===== src/rtl/sdram_wbuf_pkg.sv =====
// Shared types and helpers for the SDRAM write buffer.
//   wbuf_state_e : issue FSM states
//   wbuf_entry_t : one queued write (word address, data, byte enables)
//   merge_lanes  : byte-lane merge of new write data over an existing entry
package sdram_wbuf_pkg;

  localparam int WBUF_ADDR_WIDTH = 25;
  localparam int WBUF_DATA_WIDTH = 16;
  localparam int WBUF_DQM_WIDTH  = WBUF_DATA_WIDTH / 8;

  typedef enum logic [2:0] {
    S_IDLE,
    S_WR,
    S_RD_PEND,
    S_RD,
    S_RD_WAIT
  } wbuf_state_e;

  typedef struct packed {
    logic [WBUF_ADDR_WIDTH-1:0] addr;
    logic [WBUF_DATA_WIDTH-1:0] data;
    logic [WBUF_DQM_WIDTH-1:0]  byte_en;
  } wbuf_entry_t;

  function automatic logic [WBUF_DATA_WIDTH-1:0] merge_lanes(
    input logic [WBUF_DATA_WIDTH-1:0] old_data,
    input logic [WBUF_DATA_WIDTH-1:0] new_data,
    input logic [WBUF_DQM_WIDTH-1:0]  byte_en
  );
    logic [WBUF_DATA_WIDTH-1:0] result;
    result = old_data;
    for (int unsigned i = 0; i < WBUF_DQM_WIDTH; i++) begin
      if (byte_en[i]) result[i*8 +: 8] = new_data[i*8 +: 8];
    end
    return result;
  endfunction

endpackage


===== src/rtl/sdram_wbuf_fifo.sv =====
// Write-posting FIFO with a tail-merge write port.
//   push/wr_entry : append a new entry at the tail
//   merge         : fold wr_entry's enabled lanes into the current tail entry
//   pop           : drop the head entry
//   head          : oldest entry, tail_addr : address of newest entry
//   count/full/empty : occupancy (pointers carry a wrap bit)
module sdram_wbuf_fifo
  import sdram_wbuf_pkg::*;
#(
  parameter int DEPTH = 8,
  localparam int PTR_W = $clog2(DEPTH)
) (
  input  logic                       clk,
  input  logic                       reset,
  input  logic                       push,
  input  logic                       merge,
  input  logic                       pop,
  input  wbuf_entry_t                wr_entry,
  output wbuf_entry_t                head,
  output logic [WBUF_ADDR_WIDTH-1:0] tail_addr,
  output logic [PTR_W:0]             count,
  output logic                       full,
  output logic                       empty
);

  wbuf_entry_t      mem [DEPTH];
  logic [PTR_W:0]   wr_ptr;
  logic [PTR_W:0]   rd_ptr;
  logic [PTR_W-1:0] wr_idx;
  logic [PTR_W-1:0] rd_idx;
  logic [PTR_W-1:0] tail_idx;

  assign wr_idx    = wr_ptr[PTR_W-1:0];
  assign rd_idx    = rd_ptr[PTR_W-1:0];
  assign tail_idx  = wr_idx - PTR_W'(1);
  assign count     = wr_ptr - rd_ptr;
  assign full      = (count == (PTR_W+1)'(DEPTH));
  assign empty     = (count == '0);
  assign head      = mem[rd_idx];
  assign tail_addr = mem[tail_idx].addr;

  always_ff @(posedge clk) begin
    if (reset) begin
      wr_ptr <= '0;
      rd_ptr <= '0;
    end else begin
      if (push) begin
        mem[wr_idx] <= wr_entry;
        wr_ptr      <= wr_ptr + (PTR_W+1)'(1);
      end
      if (merge) begin
        mem[tail_idx].data    <= merge_lanes(mem[tail_idx].data, wr_entry.data, wr_entry.byte_en);
        mem[tail_idx].byte_en <= mem[tail_idx].byte_en | wr_entry.byte_en;
      end
      if (pop) rd_ptr <= rd_ptr + (PTR_W+1)'(1);
    end
  end

endmodule


===== src/rtl/sdram_write_buffer.sv =====
// Client-side write buffer in front of one SDRAM controller port.
// Client side: cpu_addr/cpu_data/cpu_byte_en with cpu_wr/cpu_rd, accepted
// when cpu_ready; read data returns on cpu_q with a one-cycle cpu_q_valid.
// Port side: mem_addr/mem_data/mem_byte_en with mem_wr/mem_rd, accepted when
// mem_busy is low; read data arrives on mem_q/mem_q_valid.
// Writes are posted and drained in order, repeated writes to the newest
// queued word are merged, and a read waits until all queued writes drain.
// fill_level reports the number of queued entries.
module sdram_write_buffer
  import sdram_wbuf_pkg::*;
#(
  parameter int ADDR_WIDTH   = WBUF_ADDR_WIDTH,
  parameter int DATA_WIDTH   = WBUF_DATA_WIDTH,
  parameter int DQM_WIDTH    = WBUF_DQM_WIDTH,
  parameter int OUTPUT_WIDTH = 16,
  parameter int DEPTH        = 8
) (
  input  logic                       clk,
  input  logic                       reset,
  input  logic [ADDR_WIDTH-1:0]      cpu_addr,
  input  logic [DATA_WIDTH-1:0]      cpu_data,
  input  logic [DQM_WIDTH-1:0]       cpu_byte_en,
  input  logic                       cpu_wr,
  input  logic                       cpu_rd,
  output logic                       cpu_ready,
  output logic [OUTPUT_WIDTH-1:0]    cpu_q,
  output logic                       cpu_q_valid,
  output logic [ADDR_WIDTH-1:0]      mem_addr,
  output logic [DATA_WIDTH-1:0]      mem_data,
  output logic [DQM_WIDTH-1:0]       mem_byte_en,
  output logic                       mem_wr,
  output logic                       mem_rd,
  input  logic                       mem_busy,
  input  logic [OUTPUT_WIDTH-1:0]    mem_q,
  input  logic                       mem_q_valid,
  output logic [$clog2(DEPTH):0]     fill_level
);

  localparam int CNT_W = $clog2(DEPTH) + 1;
  localparam logic [CNT_W-1:0] CNT_ONE = CNT_W'(1);
  localparam logic [CNT_W-1:0] CNT_TWO = CNT_W'(2);

  wbuf_state_e           state;
  wbuf_state_e           state_next;
  wbuf_entry_t           in_entry;
  wbuf_entry_t           head;
  logic [ADDR_WIDTH-1:0] tail_addr;
  logic [CNT_W-1:0]      count;
  logic                  full;
  logic                  empty;
  logic [ADDR_WIDTH-1:0] rd_addr;

  logic wr_acc;
  logic rd_acc;
  logic merge_hit;
  logic push;
  logic merge;
  logic issue_wr;
  logic pop;
  logic last_pop;

  assign in_entry.addr    = cpu_addr;
  assign in_entry.data    = cpu_data;
  assign in_entry.byte_en = cpu_byte_en;

  sdram_wbuf_fifo #(
    .DEPTH (DEPTH)
  ) u_fifo (
    .clk       (clk),
    .reset     (reset),
    .push      (push),
    .merge     (merge),
    .pop       (pop),
    .wr_entry  (in_entry),
    .head      (head),
    .tail_addr (tail_addr),
    .count     (count),
    .full      (full),
    .empty     (empty)
  );

  assign cpu_ready = !reset && !full && (state == S_IDLE || state == S_WR);
  assign wr_acc    = cpu_wr && cpu_ready;
  assign rd_acc    = cpu_rd && !cpu_wr && cpu_ready;

  // With a single entry in S_WR the tail is the head on the port and must
  // stay stable, so a same-address write is queued instead of merged.
  assign merge_hit = !empty && (tail_addr == cpu_addr) &&
                     (count >= CNT_TWO || state != S_WR);
  assign push      = wr_acc && !merge_hit;
  assign merge     = wr_acc && merge_hit;

  // Writes drain in S_WR and also while a captured read waits in S_RD_PEND.
  assign issue_wr  = (state == S_WR || state == S_RD_PEND) && !empty;
  assign pop       = issue_wr && !mem_busy;
  assign last_pop  = pop && (count == CNT_ONE) && !push;

  always_comb begin
    state_next = state;
    case (state)
      S_IDLE: begin
        if (!empty)      state_next = rd_acc ? S_RD_PEND : S_WR;
        else if (wr_acc) state_next = S_WR;
        else if (rd_acc) state_next = S_RD;
      end
      S_WR: begin
        if (rd_acc)        state_next = last_pop ? S_RD : S_RD_PEND;
        else if (last_pop) state_next = S_IDLE;
      end
      S_RD_PEND: begin
        if (last_pop || empty) state_next = S_RD;
      end
      S_RD: begin
        if (!mem_busy) state_next = S_RD_WAIT;
      end
      S_RD_WAIT: begin
        if (mem_q_valid) state_next = S_IDLE;
      end
      default: state_next = S_IDLE;
    endcase
  end

  always_comb begin
    mem_wr      = issue_wr;
    mem_rd      = (state == S_RD);
    mem_addr    = '0;
    mem_data    = '0;
    mem_byte_en = '0;
    if (issue_wr) begin
      mem_addr    = head.addr;
      mem_data    = head.data;
      mem_byte_en = head.byte_en;
    end else if (state == S_RD) begin
      mem_addr = rd_addr;
    end
  end

  always_ff @(posedge clk) begin
    if (reset) begin
      state       <= S_IDLE;
      rd_addr     <= '0;
      cpu_q       <= '0;
      cpu_q_valid <= 1'b0;
    end else begin
      state       <= state_next;
      cpu_q_valid <= (state == S_RD_WAIT) && mem_q_valid;
      if (state == S_RD_WAIT && mem_q_valid) cpu_q <= mem_q;
      if (rd_acc) rd_addr <= cpu_addr;
    end
  end

  assign fill_level = count;

endmodule


===== config.mk =====
export PLATFORM = sky130hd
export DESIGN_NAME = sdram_write_buffer
export DESIGN_NICKNAME = d
export VERILOG_FILES = /design/src/rtl/sdram_wbuf_pkg.sv /design/src/rtl/sdram_wbuf_fifo.sv /design/src/rtl/sdram_write_buffer.sv
export SDC_FILE = /design/constraint.sdc
export NUM_CORES = 1
export LEC_CHECK = 0
export CAP_MARGIN = 10
export CORE_AREA = 5 5 187 189
export DETAILED_ROUTE_END_ITERATION = 12
export DIE_AREA = 0 0 192 194
export HOLD_SLACK_MARGIN = 0.12
export PLACE_DENSITY = 0.79
export SYNTH_ARGS = -nofsm -noshare
export SYNTH_HDL_FRONTEND = slang
export SYNTH_SLANG_ARGS = --single-unit

===== constraint.sdc =====
create_clock -name clk -period 6.3 [get_ports clk]
set_clock_uncertainty 0.2 [all_clocks]
set_input_delay 1.26 -clock clk [delete_from_list [all_inputs] [get_ports clk]]
set_output_delay 1.26 -clock clk [all_outputs]
set_load 0.03 [all_outputs]

==> impl_metrics.yaml <==
detailed_routing:
  drt_pre_antenna_iters: 5
  detail_route.wirelength_um: 48200
  via_per_inst: 6.51
  ant_nets: 0
  first_iter_violations: 1196
  overall_via_count_from_detail_route: 12100
  drc: 0
  route.detailed.wl_per_inst_um: 26.0
global_routing:
  grt_pass1_wl_um: 73300
  track_usage_pct: 25.7
  first_global_vias: 12200
  grt-ovfl-total: 0
  maximum_number_of_pins_on_one_net_before_global_route_repair: 56
  grt_antenna_before_repair: 1
synthesis:
  yosys_warnings: 0
  synth_simple_gate_area_share_pct: 7.70
  synth_fp_nets: 1324
  synthesis.instances: 1252
  syn-cell-area_um2: 19200
  synth.distinct_cells: 51
  synth-xor-area-share_pct: 2.46
  syn_avg_cell_area_um2: 15.3
  synth-async-reset-ratio_pct: 0
  synth.area.mux_share_pct: 23.8
  synth-seq-area-share_pct: 59.6
  synth_compound_area_share_pct: 3.65
  synthTopCellsByArea: "edfxtp_1, mux4_2, dfxtp_1"
  post-synth-top-area-cell: "edfxtp_1"
  synth_seq_cells: 400
  synth_top_family_by_area: "multiplexers"
  synth.top_cell.area_share_pct: 53.8
  synth_enable_flop_cells: 344
  synth_flop_cell: "edfxtp_1"
  synth-adder-area-share_pct: 0.495
setup_path:
  worstReg2RegStart: "u_fifo.wr_ptr[1]"
  crit_path_start: "u_fifo.wr_ptr[0]"
  start_kind: "register"
  crit_required_ps: 4840
  crit_path_end_kind: "output port"
  arrival_time_at_the_worst_endpoint_ps: 4240
  path_max_fanout: 38
  timing.setup.critical_path_class: "register to output port"
clocking:
  tritoncts: "yes"
  clock-root-buffer: "clkbuf_16"
  clock_sink_count: 400
  cts_repair_resize_count: 0
  clk_latency_ps: 530
  h-tree-depth: 2
  cts_max_path_buffers: 3
  cts.repair_timing.setup_buffer_count: 0
  cts_made_buffers: 40
  worst_setup_hold_path_clk_slew_ps: 60
  cts.hold.buffers_added: 0
timing:
  rsz_0062_raised_after_global_routing: "false"
  final_worst_path_period_share_pct: 90.5
  final.setup.worst_slack_ps: 597
  final-max-slew-violation-count: 0
  setup_viol_count_final: 0
  hold_viol: 0
  max-slew-margin-rel_pct: 38.1
  timing.hold.ws_ps: 254
  max_freq_mhz: 175
  fin_tns_setup_ps: 0
  period_needed_ps: 5700
  actual_transition_at_the_worst_max_transition_pin_ps: 929
pwr:
  pwr_density_cell_nw_per_um2: 420
  power.total_mw: 9.38
  irDropWorstVdd_uv: 238
  static-leakage-power_nw: 7.09
floorplanning:
  core_area_um2: 33100
  io_pins: 132
  row_count: 67
  fp.dieArea_um2: 37200
  die_ht_um: 194
  initial_utilization_pct: 58.0
  die_width_um: 192
finish:
  final.fill_count: 2179
  areaGrowthSynthToFinish_pct: 16.4
  final_cell_mix: "edfxtp_1, nand2_1, mux4_2"
  finish.instance_area_um2: 22400
  antennaDiodeCount: 0
  layout.cells.most_common: "edfxtp_1"
  layout_cell_share_with_drive_strength_beyond_1_pct: 21.2
  fin_nets: 1448
flow_run:
  max_cap_violations: 0
hold_path:
  hold_start: "rd_addr[21]"
  hold_path.class: "register to register"
place:
  gp_congestion: 0.832
  port_buffers: 131
  detailed_place.area_um2: 21100
  place_ws_ps: 1120
  post-dp-hpwl_um: 29900
outcome:
  status: "finished, final reports clean"
==> power breakdown <==
group	switching (mW)	leakage [nW]	internal, mW
clock	0.962	0.625	1.35
combinational	2.18	2.90	1.71
sequential	0.145	3.56	3.03
==> routing by layer <==
| metal | part of all wire, % | GRT usage, % |
|---|---|---|
| met2 | 49 | 41.4 |
| met4 | 2.3 | 6.81 |
| met3 | 9.8 | 4.84 |
| met1 | 39 | 36.8 |
| met5 | 0.041 | 0 |
==> sequential cells by signal, summed over array words and instances, names as in the netlist, named ones only <==
name and cells:
state 3, cpu_q_valid 1, u_fifo.rd_ptr 4, u_fifo.wr_ptr 4, cpu_q 16, rd_addr 25, u_fifo.mem 344
==> per-stage QoR <==
step | std cells | utilization (%)
final | 1856 | 67.5
after global routing | 1856 | 67.5
after CTS | 1856 | 67.5
after detailed placement | 1782 | 63.7
after global placement | 1782 | 63.7
after floorplan | 1252 | -
==> worst max-delay path, stage by stage, from the launching register on <==
cell,delay [ps]
dfxtp_4,580
inv_1,160
buf_4,220
ha_1,200
nand3b_1,150
nand2_1,80
xor2_1,530
inv_1,240
o21ai_4,440
buf_12,300
o21ai_0,160
clkdlybuf4s50_1,630
==> layout make-up <==
type | instances | area, µm² | area share (%)
Timing Repair Buffer | 170 | 1640 | 7.32
Tap cell | 448 | 561 | 2.51
Clock inverter | 17 | 163 | 0.727
Clock buffer | 57 | 1110 | 4.95
Sequential cell | 400 | 11500 | 51.3
Inverter | 14 | 52.6 | 0.235
Multi-Input combinational cell | 750 | 7380 | 33.0
==> worst paths after layout <==
| kind | cells after the start | to | slack (ps) |
|---|---|---|---|
| setup reg to reg | 13 | u_fifo.mem[4][13] | 1010 |
| hold reg to reg | 2 | rd_addr[21] | 250 |
| setup / recovery | 11 | mem_addr[14] | 600 |
| hold / removal | 2 | rd_addr[21] | 250 |
==> cells in the mapped netlist (all sizes together), types with 3 or more instances <==
cell and instances:
a21o 4, a21oi 54, and2 24, and3 9, buf 30, clkbuf 58
dfxtp 56, edfxtp 344, ha 6, inv 14, mux2 20, mux2i 63
mux4 162, nand2 180, nand2b 5, nand3 13, nand3b 5, nand4 7
nor2 49, nor2b 3, nor3 12, nor3b 8, nor4 3, o211ai 5
o21ai 33, o22a 4, o31ai 3, o32a 3, or3 5, xnor2 26
xor2 25
==> logic make-up after synthesis <==
family	count (synthesis)
DFF	400
and+or+nand+nor	328
muxes	245
AOI/OAI and AO/OA	119
buffers and inverters	102
xor gates and xnor gates	51
adders and majority gates	7
Note: power is estimated with default switching activity, not from simulation.
